===== config.mk =====
export PLATFORM = sky130hd
export DESIGN_NAME = spi_master_txn
export DESIGN_NICKNAME = d
export VERILOG_FILES = /design/src/rtl/spi_master_txn.sv
export SDC_FILE = /design/constraint.sdc
export NUM_CORES = 1
export LEC_CHECK = 0
export ABC_AREA = 1
export BUFFER_PORTS_ARGS = -buffer_cell sky130_fd_sc_hd__buf_2
export CORE_MARGIN = 5
export CORE_UTILIZATION = 45
export DETAILED_ROUTE_END_ITERATION = 7
export PLACE_DENSITY = 0.65
export RECOVER_POWER = 25
export SYNTH_ARGS = -nofsm -noshare
export SYNTH_HDL_FRONTEND = slang
export SYNTH_SLANG_ARGS = --single-unit

===== constraint.sdc =====
create_clock -name clk -period 2.8 [get_ports clk]
set_input_delay 0.28 -clock clk [delete_from_list [all_inputs] [get_ports clk]]
set_output_delay 0.28 -clock clk [all_outputs]
set_load 0.01 [all_outputs]

===== src/rtl/spi_master_txn.sv =====
// SPI initiator: one framed transaction (addr + R/W command, then one data byte) per accepted start.
// Latency: done pulses 34*CLK_DIV cycles after the accepting edge; busy covers that whole window.
// Backpressure: start is only sampled while idle; requests during busy are dropped, never queued.
//
// Ports:
//   clk, reset        - system clock, synchronous active-high reset
//   start, rw, addr,  - host request; rw/addr/wdata are captured on the edge that accepts start
//   wdata
//   busy, done        - busy from the accepting edge through the done cycle; done is a 1-cycle pulse
//   rdata             - last completed read byte, held until the next read completes
//   sclk, cs, mosi    - SPI outputs (sclk idles low, cs active low), all registered
//   miso              - SPI input, sampled on the edge that ends each SCLK high phase
module spi_master_txn #(
  parameter int CLK_DIV    = 4,
  parameter int ADDR_WIDTH = 7,
  parameter int DATA_WIDTH = 8
) (
  input  logic                  clk,
  input  logic                  reset,
  input  logic                  start,
  input  logic                  rw,
  input  logic [ADDR_WIDTH-1:0] addr,
  input  logic [DATA_WIDTH-1:0] wdata,
  output logic                  busy,
  output logic                  done,
  output logic [DATA_WIDTH-1:0] rdata,
  output logic                  sclk,
  output logic                  cs,
  output logic                  mosi,
  input  logic                  miso
);

  localparam int CMD_W   = ADDR_WIDTH + 1;
  localparam int FRAME_W = CMD_W + DATA_WIDTH;
  localparam int DIV_W   = (CLK_DIV > 1) ? $clog2(CLK_DIV) : 1;
  localparam int BIT_W   = $clog2(FRAME_W);

  localparam logic [DIV_W-1:0] DIV_LAST       = DIV_W'(CLK_DIV - 1);
  localparam logic [BIT_W-1:0] BIT_LAST       = BIT_W'(FRAME_W - 1);
  localparam logic [BIT_W-1:0] BIT_FIRST_DATA = BIT_W'(CMD_W);

  // Frame layout on the wire, MSB first: address, R/W flag, data byte.
  typedef struct packed {
    logic [ADDR_WIDTH-1:0] addr;
    logic                  rw;
    logic [DATA_WIDTH-1:0] data;
  } frameT;

  typedef enum logic [2:0] {
    IDLE,
    LEAD,
    HIGH,
    LOW,
    GAP,
    DONE
  } stateT;

  stateT                 state;
  stateT                 nextState;
  logic [DIV_W-1:0]      divCnt;
  logic [BIT_W-1:0]      bitCnt;
  // Holds the frame bits still to be sent after the one currently on mosi.
  logic [FRAME_W-2:0]    txShift;
  logic [DATA_WIDTH-1:0] rxShift;
  logic                  rwLatched;

  frameT frameLoad;
  logic  phaseEnd;
  logic  lastBit;
  logic  csNext;
  logic  sclkNext;
  logic  busyNext;
  logic  doneNext;

  always_comb begin
    frameLoad.addr = addr;
    frameLoad.rw   = rw;
    // A read sends zeros in the data slot while the slave answers on miso.
    frameLoad.data = rw ? {DATA_WIDTH{1'b0}} : wdata;
  end

  assign phaseEnd = (divCnt == DIV_LAST);
  assign lastBit  = (bitCnt == BIT_LAST);

  // Next state plus the next value of every registered pin. The pins are
  // decoded from nextState so they change on the same edge as the state and
  // never pass through combinational glitches.
  always_comb begin
    nextState = state;
    csNext    = 1'b1;
    sclkNext  = 1'b0;
    busyNext  = 1'b1;
    doneNext  = 1'b0;

    case (state)
      IDLE:    if (start) nextState = LEAD;
      LEAD:    if (phaseEnd) nextState = HIGH;
      HIGH:    if (phaseEnd) nextState = LOW;
      LOW:     if (phaseEnd) nextState = lastBit ? GAP : HIGH;
      GAP:     if (phaseEnd) nextState = DONE;
      DONE:    nextState = IDLE;
      default: nextState = IDLE;
    endcase

    case (nextState)
      IDLE: busyNext = 1'b0;
      LEAD: csNext   = 1'b0;
      LOW:  csNext   = 1'b0;
      HIGH: begin
        csNext   = 1'b0;
        sclkNext = 1'b1;
      end
      DONE:    doneNext = 1'b1;
      default: ;
    endcase
  end

  always_ff @(posedge clk) begin
    if (reset) begin
      state     <= IDLE;
      divCnt    <= '0;
      bitCnt    <= '0;
      txShift   <= '0;
      rxShift   <= '0;
      rwLatched <= 1'b0;
      cs        <= 1'b1;
      sclk      <= 1'b0;
      mosi      <= 1'b0;
      busy      <= 1'b0;
      done      <= 1'b0;
      rdata     <= '0;
    end else begin
      state <= nextState;
      cs    <= csNext;
      sclk  <= sclkNext;
      busy  <= busyNext;
      done  <= doneNext;

      // Half-period timer restarts at every phase change, so each phase
      // lasts exactly CLK_DIV cycles.
      if ((nextState != state) || (state == IDLE)) begin
        divCnt <= '0;
      end else begin
        divCnt <= divCnt + 1'b1;
      end

      case (state)
        IDLE: begin
          if (start) begin
            rwLatched <= rw;
            mosi      <= frameLoad[FRAME_W-1];
            txShift   <= frameLoad[FRAME_W-2:0];
            rxShift   <= '0;
            bitCnt    <= '0;
          end
        end
        HIGH: begin
          if (phaseEnd) begin
            // Falling SCLK edge: present the next bit and sample the slave.
            mosi    <= txShift[FRAME_W-2];
            txShift <= {txShift[FRAME_W-3:0], 1'b0};
            if (rwLatched && (bitCnt >= BIT_FIRST_DATA)) begin
              rxShift <= {rxShift[DATA_WIDTH-2:0], miso};
            end
          end
        end
        LOW: begin
          if (phaseEnd) begin
            if (lastBit) begin
              mosi <= 1'b0;
            end else begin
              bitCnt <= bitCnt + 1'b1;
            end
          end
        end
        GAP: begin
          if (phaseEnd && rwLatched) begin
            rdata <= rxShift;
          end
        end
        default: ;
      endcase
    end
  end

endmodule


Yosys cells after proc, flatten, opt, wreduce, memory -nomap -nowiden. Index checks and enable logic that the tools add are counted.

Add/subtract/negate cells: 2. Magnitude comparators: 1. Equality and inequality tests: 17. Muxes and demuxes: 28. Reductions and logical operators: 16.

Operators with widths (count): 8-bit two-way mux (4); 15-bit two-way mux (2); 15-bit case mux with 2 select lines (1); 3-bit two-way mux (6); 8-bit case mux with 2 select lines (1); 3-bit case mux with 5 select lines (1); 3-bit by 2-bit == test with 1-bit output, second input constant (4); 4-bit two-way mux (3); 2-bit inequality test, second input constant (6); 1-bit two-way mux (8); 4-bit case mux with 2 select lines (1); 4-bit AND reduction (2); 3-bit by 1-bit == test with 1-bit output, second input constant (2); 3-bit == test, second input constant (2); 3-bit zero test (2); 5-bit AND reduction (1); 4-bit by 1-bit adder with 4-bit output, second input constant (1); 4-bit == test, second input constant (1); 4-bit greater-or-equal comparator, second input constant (1); 2-bit AND reduction (2); 2-bit nonzero test (2); 3-bit inequality test (1); 1-bit case mux with 3 select lines (1); 3-bit AND reduction (1); other kinds (7) (8).

Register bits after elaboration: 46. Output and inout bits: 13.

Longest topological paths before layout. Gate-level depths: netlist of the first run.

Word-level depth: 7. Mapped depth: 10.

Worst setup path before layout of the first run. Ideal clock, no wire load.

Kind: flip-flop to flip-flop. Start point: register bitCnt[1]. End point: register busy. Arrival time: 1190 ps. Data required time: 2664 ps. Setup slack: 1475 ps. Cell stages (with the launch flop): 7. Buffers on the path: 0. Period minus slack after synthesis: 1325 ps. Path through: dfxtp_1 > ha_1 > nand2_1 > nor2_1 > a21oi_1 > o21ai_0 > nand3_1.

Word-level cells in the longest chain between the ends: 6.

Ends and longest elaborated chain: from (decl) (line 61) `logic [BIT_W-1:0] bitCnt;`; from (signal assigned) (line 172) `bitCnt <= bitCnt + 1'b1;`; 4-bit == test (line 83) `assign lastBit = (bitCnt == BIT_LAST);`; 3-bit two-way mux (2 in a row) (line 99) `LOW: if (phaseEnd) nextState = lastBit ? GAP : HIGH;`; 3-bit case mux with 5 select lines (line 95) `case (state)`; 3-bit zero test (line 105) `case (nextState)`; 1-bit two-way mux (line 105); to (signal assigned) (line 136) `busy <= busyNext;`; to (decl) (line 24) `output logic busy,`.

No other way between the ends. A chain may end at the register's enable or synchronous reset.

Worst setup path in the final report of the first run.
Start point: register state[0]. End point: register busy.

Word-level cells in the longest chain between the ends: 4. Elaborated cells between the ends (all ways): 13. Those cells by class: eq/ne (4); mux (7); reduce/logical (2).

Ends and longest elaborated chain: from (decl) (line 58) `stateT state;`; from (signal assigned) (line 133) `state <= nextState;`; 3-bit == test (tied with other cells) (line 95); 3-bit case mux with 5 select lines * (line 95); 3-bit zero test * (line 105); 1-bit two-way mux * (line 105).

Every way passes the cells marked *; elsewhere a longest branch is shown, timed or not.

==> results of run 1 <==
-- registers in the layout, indices dropped and copies added, names as in the netlist --
name,count
cs,1
rwLatched,1
sclk,1
txShift,15
bitCnt,4
done,1
busy,1
rdata,8
state,3
rxShift,8
divCnt,2
mosi,1
-- area by class of cell --
| type | instances | area [um2] | area share |
|---|---|---|---|
| flip-flops and latches | 46 | 921 | 0.370 |
| multi-input cells | 240 | 1090 | 0.439 |
| clock inverters | 3 | 21.3 | 0.00855 |
| inverters | 39 | 149 | 0.0598 |
| well taps | 67 | 83.8 | 0.0337 |
| repair buffers | 33 | 151 | 0.0608 |
| clock buffers | 5 | 68.8 | 0.0277 |
-- cell usage in the layout, fill, tap and decap left out, drive strengths merged --
| cell type | instances |
|---|---|
| a21oi | 26 |
| nand4 | 1 |
| clkinvlp | 1 |
| nand3b | 1 |
| clkbuf | 18 |
| nand2 | 99 |
| dfxtp | 46 |
| nor2 | 59 |
| o21ai | 28 |
| nor3 | 3 |
| buf | 20 |
| inv | 38 |
| nand3 | 18 |
| ha | 4 |
| clkinv | 3 |
| a21boi | 1 |
-- path summary, 6_finish.rpt --
check	slack, ns	cells after the start	to
worst max-delay path	0.98	5	busy$_SDFF_PP0_
worst min-delay path	0.21	2	bitCnt[2]$_SDFFE_PP0P_
worst max register to register	0.98	5	busy$_SDFF_PP0_
worst min register to register	0.45	2	rdata[5]$_SDFFE_PP0P_
-- cells by family (layout without fill, tap and decap cells) --
family	Yosys count	after routing	share of synthesized area
compound gates	55	55	0.130
fa+ha+maj	4	4	0.0222
buf+inv	51	80	0.103
flops	46	46	0.408
simple gates	181	181	0.336
-- metal layers --
metal	vias to the layer above	wire length, um	track usage
met4	0	76	0.0659
met5	-	0	0
met3	5	250	0.0410
met1	883	2310	0.200
met2	38	1980	0.247
li1	1100	-	-
-- report_power, final --
| group | switching [mW] | internal, mW | total (mW) |
|---|---|---|---|
| combinational | 0.105 | 0.0618 | 0.167 |
| sequential | 0.0218 | 0.692 | 0.714 |
| clock | 0.235 | 0.176 | 0.411 |
| total | 0.363 | 0.930 | 1.29 |
-- critical path: stages, from the launching register on --
cell and delay [ns]:
dfxtp_1 0.62, inv_1 0.16, nand2_2 0.30, o21ai_0 0.15, o21ai_0 0.36, nand3_1 0.12
-- cell usage after synthesis (all sizes together) --
| cell | count |
|---|---|
| nand2 | 99 |
| nor2 | 59 |
| dfxtp | 46 |
| inv | 38 |
| o21ai | 28 |
| a21oi | 26 |
| nand3 | 18 |
| buf | 10 |
| ha | 4 |
| nor3 | 3 |
| clkbuf | 2 |
| a21boi | 1 |
| clkinv | 1 |
| nand3b | 1 |
| nand4 | 1 |
-- stage by stage --
stage / cells / utilization / setup slack, ns / cell area [um2]
floorplan: 337 / - / 1.47 / 2250
global placement: 425 / 0.506 / 0.966 / 2420
detailed placement: 425 / 0.506 / 0.897 / 2420
CTS: 433 / 0.525 / 0.899 / 2510
global route: 433 / 0.520 / 0.780 / 2490
finish: 433 / 0.520 / 0.976 / 2490
==> results_dict.tcl, run 1 <==
set metrics [dict create \
    outcome "finished, final reports clean" \
    drv_cap 0 \
    drc 0 \
    crit-reg2reg-launch "state[0]$_SDFF_PP0_" \
    grt_max_degree 23 \
    fill_cells 500 \
    path_clk_slew_ns 0.08 \
    die-area_um2 6530 \
    drt_first_pass_iters 4 \
    vias 2026 \
    cts_resized 0 \
    power_mw 1.29 \
    grt_pass1_wl_mm 8.02 \
    final_antenna_net_count 0 \
    syn-num-nets 361 \
    post-route-period-util 0.651 \
    wl_mm 4.62 \
    hold_viol 0 \
    yosys_warnings 0 \
    worst_slew_pin_slew_ns 0.518 \
    finClkSkew_ns 0.00888 \
    start_util 0.471 \
    dp_hpwl_mm 3.18 \
    drt_first_iter_violations 146 \
    irDropWorstVdd_v 0.000286 \
    numCtsBuffers 5 \
    post-cts-setup-buffers 0 \
    min_period_ns 1.82 \
    tritoncts "done" \
    crit_required_ns 2.98 \
    ys_seq_elements 46 \
    rows 25 \
    hp-class "primary input to register" \
    die_h_um 80.8 \
    clock_tree.buffer_depth 2 \
    io_pins 33 \
    cts.sinks 46 \
    clk_latency_ns 0.31 \
    power_density_nw_per_um2 519 \
    holdWs_ns 0.215 \
    drive_gt1_frac 0.117 \
    core_area_um2 4790 \
    synth_cells 337 \
    syn2layout_area_growth_pct 10.4 \
    p_leak_nw 1.14 \
    endpoint_kind "register" \
    worstHoldStart "reset" \
    synth_top_area_cell "dfxtp_1" \
    synthTopCellsByArea "dfxtp_1 41%, nand2_1 16%, nor2_1 9.2%" \
    ys_seq_area_frac 0.408 \
    setup_viol 0 \
    synth.top_cell.area_share 0.408 \
    wl_per_cell_um 10.7 \
    final_max_slew_viol_count 0 \
    critPathKind "register to register" \
    critPathMaxFanout 16 \
    ctsHoldBuffers 0 \
    grt.overflow.total 0 \
    arrival_ns 2.00 \
    rsz0062_at_grt "no" \
    grt_use_total 0.156 \
    ys_types 26 \
    postSynthAreaPerCell_um2 6.69 \
    gp_congestion 0.840 \
    synth_area_um2 2250 \
    startpoint "state[0]$_SDFF_PP0_" \
    start_kind "register" \
    tns_ns 0 \
    final_nets 389 \
    cts_root_buffer "clkbuf_8" \
    portBuffers 32 \
    avgViaCountPerCell 4.68 \
    grt_pass1_vias 1854 \
    clock.fmax_mhz 548 \
    cts_max_level 2 \
    antenna_found_initial 0 \
    antenna_cells 0 \
    maxSlewHeadroom 0.654 \
    die_w_um 80.8 \
]
Power figures use the tool's default switching activity.
==> run 2, diff against run 1 <==
- PLACE_DENSITY: 0.65 -> 0.68
- clock period: 2.8 -> 1.61 ns (I/O delays scaled with it)
==> run 2 against run 1 <==
Compared with the run above: combinational power grew 85%; clock-buffer cell count is 1 higher; clock skew fell by 0.0027 ns; first-iteration DRC count fell by 24%; cell area rose by 4.3%; flip-flop and latch count unchanged; final cell count rose by 2.5%; routed wire length is 2.7% lower; utilization rose by 2.2 points; global-route usage barely moved; non-clock buffer count rose by 11; worst setup slack lost 0.81 ns; critical path type unchanged; critical endpoint is now txShift[0]$_SDFFE_PP0P_; largest power group unchanged; highest routed layer unchanged.
==> results_dict.tcl, run 2 (synthesized netlist as in run 1, its figures left out) <==
set metrics [dict create \
    outcome "finished, final reports clean" \
    fill_cells 499 \
    regMostFlops "txShift" \
    hp-class "primary input to register" \
    final_max_slew_viol_count 0 \
    cts.sinks 46 \
    start_kind "register" \
    worstHoldStart "reset" \
    worstHoldEndpoint "bitCnt[2]$_SDFFE_PP0P_" \
    postLayoutCoreUtil 0.542 \
    grt.overflow.total 0 \
    dp_hpwl_mm 3.26 \
    drv_cap 0 \
    largest_register_ffs 15 \
    power_density_nw_per_um2 867 \
    grt_use_total 0.156 \
    grt_max_degree 24 \
    drt_first_iter_violations 111 \
    tns_ns 0 \
    rows 25 \
    path_clk_slew_ns 0.08 \
    drc 0 \
    start_util 0.471 \
    vias 2041 \
    worstRegToRegCells 6 \
    multi_input_area_um2 1120 \
    cts_root_buffer "clkbuf_8" \
    endpoint_kind "register" \
    grt_pass1_vias 1861 \
    biggestRegsByFlops "txShift x15, rdata x8, rxShift x8" \
    io_pins 33 \
    regArea_um2 923 \
    core_area_um2 4790 \
    maxSlewHeadroom 0.733 \
    min_path_cells 2 \
    wl_mm 4.50 \
    critPathMaxFanout 8 \
    layout_commonest_cell "nand2_1" \
    p_leak_nw 1.20 \
    clock_tree.buffer_depth 2 \
    irDropWorstVdd_v 0.000400 \
    rsz0062_at_grt "no" \
    reg2reg_to "txShift[0]$_SDFFE_PP0P_" \
    cts_max_level 2 \
    setup_viol 0 \
    tritoncts "done" \
    post-route-period-util 0.896 \
    clock.fmax_mhz 693 \
    post-cts-setup-buffers 0 \
    drt_first_pass_iters 4 \
    die_w_um 80.8 \
    portBuffers 32 \
    final_nets 400 \
    avgViaCountPerCell 4.60 \
    r2r_slack_ns 0.17 \
    crit_required_ns 1.81 \
    crit-reg2reg-launch "state[0]$_SDFF_PP0_" \
    wl_per_cell_um 10.1 \
    drive_gt1_frac 0.151 \
    syn2layout_area_growth_pct 15.1 \
    final_antenna_net_count 0 \
    antenna_found_initial 0 \
    grt_pass1_wl_mm 8.17 \
    hold_viol 0 \
    antenna_cells 0 \
    finClkSkew_ns 0.00616 \
    gp_congestion 0.891 \
    worst_slew_pin_slew_ns 0.400 \
    die-area_um2 6530 \
    arrival_ns 1.64 \
    numCtsBuffers 5 \
    clk_latency_ns 0.30 \
    min_period_ns 1.44 \
    critPathKind "register to register" \
    die_h_um 80.8 \
    final_cell_mix "94 x nand2_1, 55 x nor2_1, 44 x dfxtp_1" \
]
-- run 2: changes by cell type in the layout (fill, tap and decap cells not counted), sizes merged --
cell / before / now
clkbuf: 18 / 19
clkinvlp: 1 / 0
buf: 20 / 31
-- run 2: metal layers --
| layer | track usage | up-vias | wire [um] | part of all wire |
|---|---|---|---|---|
| li1 | - | 1124 | - | - |
| met1 | 0.209 | 871 | 2290 | 0.51 |
| met2 | 0.244 | 38 | 1910 | 0.42 |
| met3 | 0.0399 | 8 | 228 | 0.051 |
| met4 | 0.0524 | 0 | 67 | 0.015 |
| met5 | 0 | - | 0 | 0 |
-- run 2: worst max-delay path by stage --
stage               slack [ns]                    from                 endpoint  depth (start not counted)
finish                    0.17     state[0]$_SDFF_PP0_  txShift[0]$_SDFFE_PP0P_                          6
floorplan                 0.28  bitCnt[1]$_SDFFE_PP0P_          busy$_SDFF_PP0_                          6
detailed placement        0.03     state[0]$_SDFF_PP0_   bitCnt[1]$_SDFFE_PP0P_                          9
CTS                      0.006     state[0]$_SDFF_PP0_   bitCnt[1]$_SDFFE_PP0P_                          9
global route              0.01     state[0]$_SDFF_PP0_     divCnt[1]$_SDFF_PP0_                          6
global placement          0.05     state[0]$_SDFF_PP0_          busy$_SDFF_PP0_                          5
-- run 2: area by class of cell --
cell class | instances | area share
Tap cell | 67 | 0.0323
Clock buffer | 6 | 0.0280
Clock inverter | 2 | 0.00530
Inverter | 39 | 0.0574
Timing Repair Buffer | 44 | 0.0902
Sequential cell | 46 | 0.356
Multi-Input combinational cell | 240 | 0.431
-- run 2: worst max-delay path, cell delays in order (launching register included) --
cell      delay [ns]
dfxtp_2         0.48
nor2_4          0.08
nand3b_1        0.21
a21boi_2        0.39
nand2_1         0.09
nand2_1         0.07
nor2_1          0.04
-- run 2: timing repair --
item | 4_1_cts | 5_1_grt
endpoints found under the setup margin | 0 | 35
hold buffers | 0 | 0
gates resized for setup | 0 | 6
-- run 2: power by group --
part | switching [mW] | internal [mW]
Clock | 0.391 | 0.307
Combinational | 0.187 | 0.123
Sequential | 0.0386 | 1.20
-- run 2: through the flow --
stage / setup slack [ns] / std cells / power (mW) / hold WS (ns) / cell area [um2]
after detailed placement: 0.0320 / 436 / 1.58 / 0.416 / 2500
after global routing: 0.0106 / 444 / 2.39 / 0.0946 / 2590
after CTS: 0.00637 / 444 / 2.28 / 0.0916 / 2590
final: 0.168 / 444 / 2.25 / 0.100 / 2590
after global placement: 0.0543 / 436 / 1.57 / 0.412 / 2500
after floorplan: 0.285 / 337 / 1.50 / 0.230 / 2250
==> run 3, diff against run 2 <==
- ABC_AREA: 1 -> default
==> run 3 against run 2 <==
Compared with the run above: final cell count is 27% lower; sequential share of layout area is 0.080 points higher; highest routed layer unchanged; clock-buffer cell count is 1 lower; via count is 17% lower; largest power group unchanged; hold slack better by 0.057 ns; first-iteration DRC count is 35% lower; global-route usage is 2.2 points lower; die area is 6.5% lower.
==> results_dict.tcl, run 3 <==
set metrics [dict create \
    outcome "finished, final reports clean" \
    clock.fmax_mhz 633 \
    vias 1698 \
    wl_mm 4.36 \
    critPathMaxFanout 5 \
    core_area_um2 4410 \
    grt_pass1_vias 1470 \
    hold_viol 0 \
    crit-reg2reg-launch "divCnt[0]$_SDFF_PP0_" \
    ys_types 37 \
    arrival_ns 1.77 \
    critPathKind "register to register" \
    io_pins 33 \
    synth_area_um2 2090 \
    ys_seq_area_frac 0.441 \
    rsz0062_at_grt "yes" \
    syn2layout_area_growth_pct 25.2 \
    final_cell_mix "41 x dfxtp_1, 39 x nor2_1, 27 x mux2i_1" \
    die-area_um2 6100 \
    endpoint_kind "register" \
    antenna_cells 0 \
    synth.top_cell.area_share 0.441 \
    wl_per_cell_um 13.5 \
    die_w_um 78.1 \
    post-route-period-util 0.981 \
    path_clk_slew_ns 0.08 \
    p_leak_nw 1.05 \
    gp_congestion 0.752 \
    grt_max_degree 31 \
    startpoint "divCnt[0]$_SDFF_PP0_" \
    finClkSkew_ns 0.00601 \
    portBuffers 32 \
    drv_cap 0 \
    drive_gt1_frac 0.250 \
    grt_use_total 0.133 \
    start_util 0.473 \
    final_nets 295 \
    numCtsBuffers 5 \
    clock_tree.buffer_depth 2 \
    regMostFlops "txShift" \
    maxSlewHeadroom 0.766 \
    biggestRegsByFlops "txShift x15, rdata x8, rxShift x8" \
    postSynthAreaPerCell_um2 9.41 \
    tritoncts "done" \
    drt_first_pass_iters 4 \
    start_kind "register" \
    holdWs_ns 0.157 \
    ys_dominant_reg_cell "dfxtp_1" \
    avgViaCountPerCell 5.24 \
    ys_seq_elements 46 \
    synth_cells 222 \
    synthTopCellsByCount "46 x dfxtp_1, 39 x nor2_1, 28 x mux2i_1" \
    layout_commonest_cell "dfxtp_1" \
    drc 0 \
    final_antenna_net_count 0 \
    fill_cells 385 \
    power_density_nw_per_um2 819 \
    syn-num-nets 246 \
    cts.sinks 46 \
    synth_most_common_cell "dfxtp_1" \
    synthTopCellsByArea "dfxtp_1 44%, mux2i_1 13%, nor2_1 7.0%" \
    synth_edf_count 0 \
    min_period_ns 1.58 \
    grt_pass1_wl_mm 6.69 \
    synth_top_area_cell "dfxtp_1" \
    clk_latency_ns 0.30 \
    die_h_um 78.1 \
    grt.overflow.total 0 \
    crit_required_ns 1.80 \
    hp-class "primary input to register" \
    cts_max_level 2 \
    antenna_found_initial 0 \
    postLayoutCoreUtil 0.592 \
    largest_register_ffs 15 \
    ctsHoldBuffers 0 \
    dp_hpwl_mm 2.77 \
    drt_first_iter_violations 72 \
    yosys_warnings 0 \
    irDropWorstVdd_v 0.000388 \
    cts_root_buffer "clkbuf_8" \
    rows 24 \
    worstHoldStart "reset" \
    worst_slew_pin_slew_ns 0.352 \
    async_flop_share 0 \
    final_max_slew_viol_count 0 \
    setup_viol 0 \
]
run 3: cell types whose count changed after synthesis, sizes merged, moves of 16 or more:
cell	delta
nand2	-95
inv	-32
mux2i	+28
o21ai	-21
nor2	-20
nand3	-16
run 3: area by class of cell:
type,instances,area [um2],area share
sequential,46,932,0.357
multi-input combinational,154,1110,0.423
tap,52,65.1,0.0249
clock buffer,5,68.8,0.0263
timing repair buffer,58,398,0.152
clock inverter,3,21.3,0.00814
inverter,6,22.5,0.00862
run 3: cell families after synthesis:
logic type / Yosys count / synth area share
fa+ha+maj: 4 / 0.0240
mux: 29 / 0.140
xor+xnor: 1 / 0.00419
flops: 46 / 0.441
simple gates: 79 / 0.206
compound gates: 41 / 0.137
buf+inv: 22 / 0.0485
run 3: path summary, 6_finish.rpt:
path	end	slack, ns	cells past startpoint
max	busy$_SDFF_PP0_	0.03	6
min	state[1]$_SDFF_PP0_	0.16	2
min reg2reg	divCnt[0]$_SDFF_PP0_	0.46	1
max reg2reg	busy$_SDFF_PP0_	0.03	6
run 3: layer usage:
layer,track usage,up-vias,share of wire
li1,-,875,-
met4,0.0659,0,0.012
met2,0.212,39,0.47
met3,0.0320,6,0.046
met5,0,-,0
met1,0.169,778,0.47
run 3: where the power goes:
group	internal (mW)	switching, mW	total [mW]
logic	0.119	0.111	0.230
clock network	0.305	0.403	0.708
registers	1.18	0.0281	1.20
run 3: timing repair:
action                                  4_1_cts  5_1_grt
gates cloned                                  0        1
endpoints found under the setup margin        5       18
pin swaps                                     0        4
gates resized for setup                       2       10
buffers inserted                              0        9
run 3: worst max-delay path, stage by stage (launching register included):
cell and delay [ns]:
dfxtp_4 0.36, ha_4 0.18, buf_6 0.12, mux2i_1 0.13, nor2_1 0.06, o311a_1 0.31
or3_1 0.31
run 3: metrics by stage:
| step | TNS (ns) | setup slack, ns | total power [mW] | cells | instance area, um2 |
|---|---|---|---|---|---|
| 2_1_floorplan | 0 | 0.0193 | 1.36 | 222 | 2100 |
| 3_3_place_gp | 0 | 0.0192 | 1.44 | 306 | 2410 |
| 3_5_place_dp | -0.0559 | -0.0377 | 1.44 | 306 | 2410 |
| 4_1_cts | 0 | 0.0281 | 2.15 | 314 | 2510 |
| 5_1_grt | -0.206 | -0.0714 | 2.24 | 324 | 2610 |
| 6_report | 0 | 0.0311 | 2.14 | 324 | 2610 |
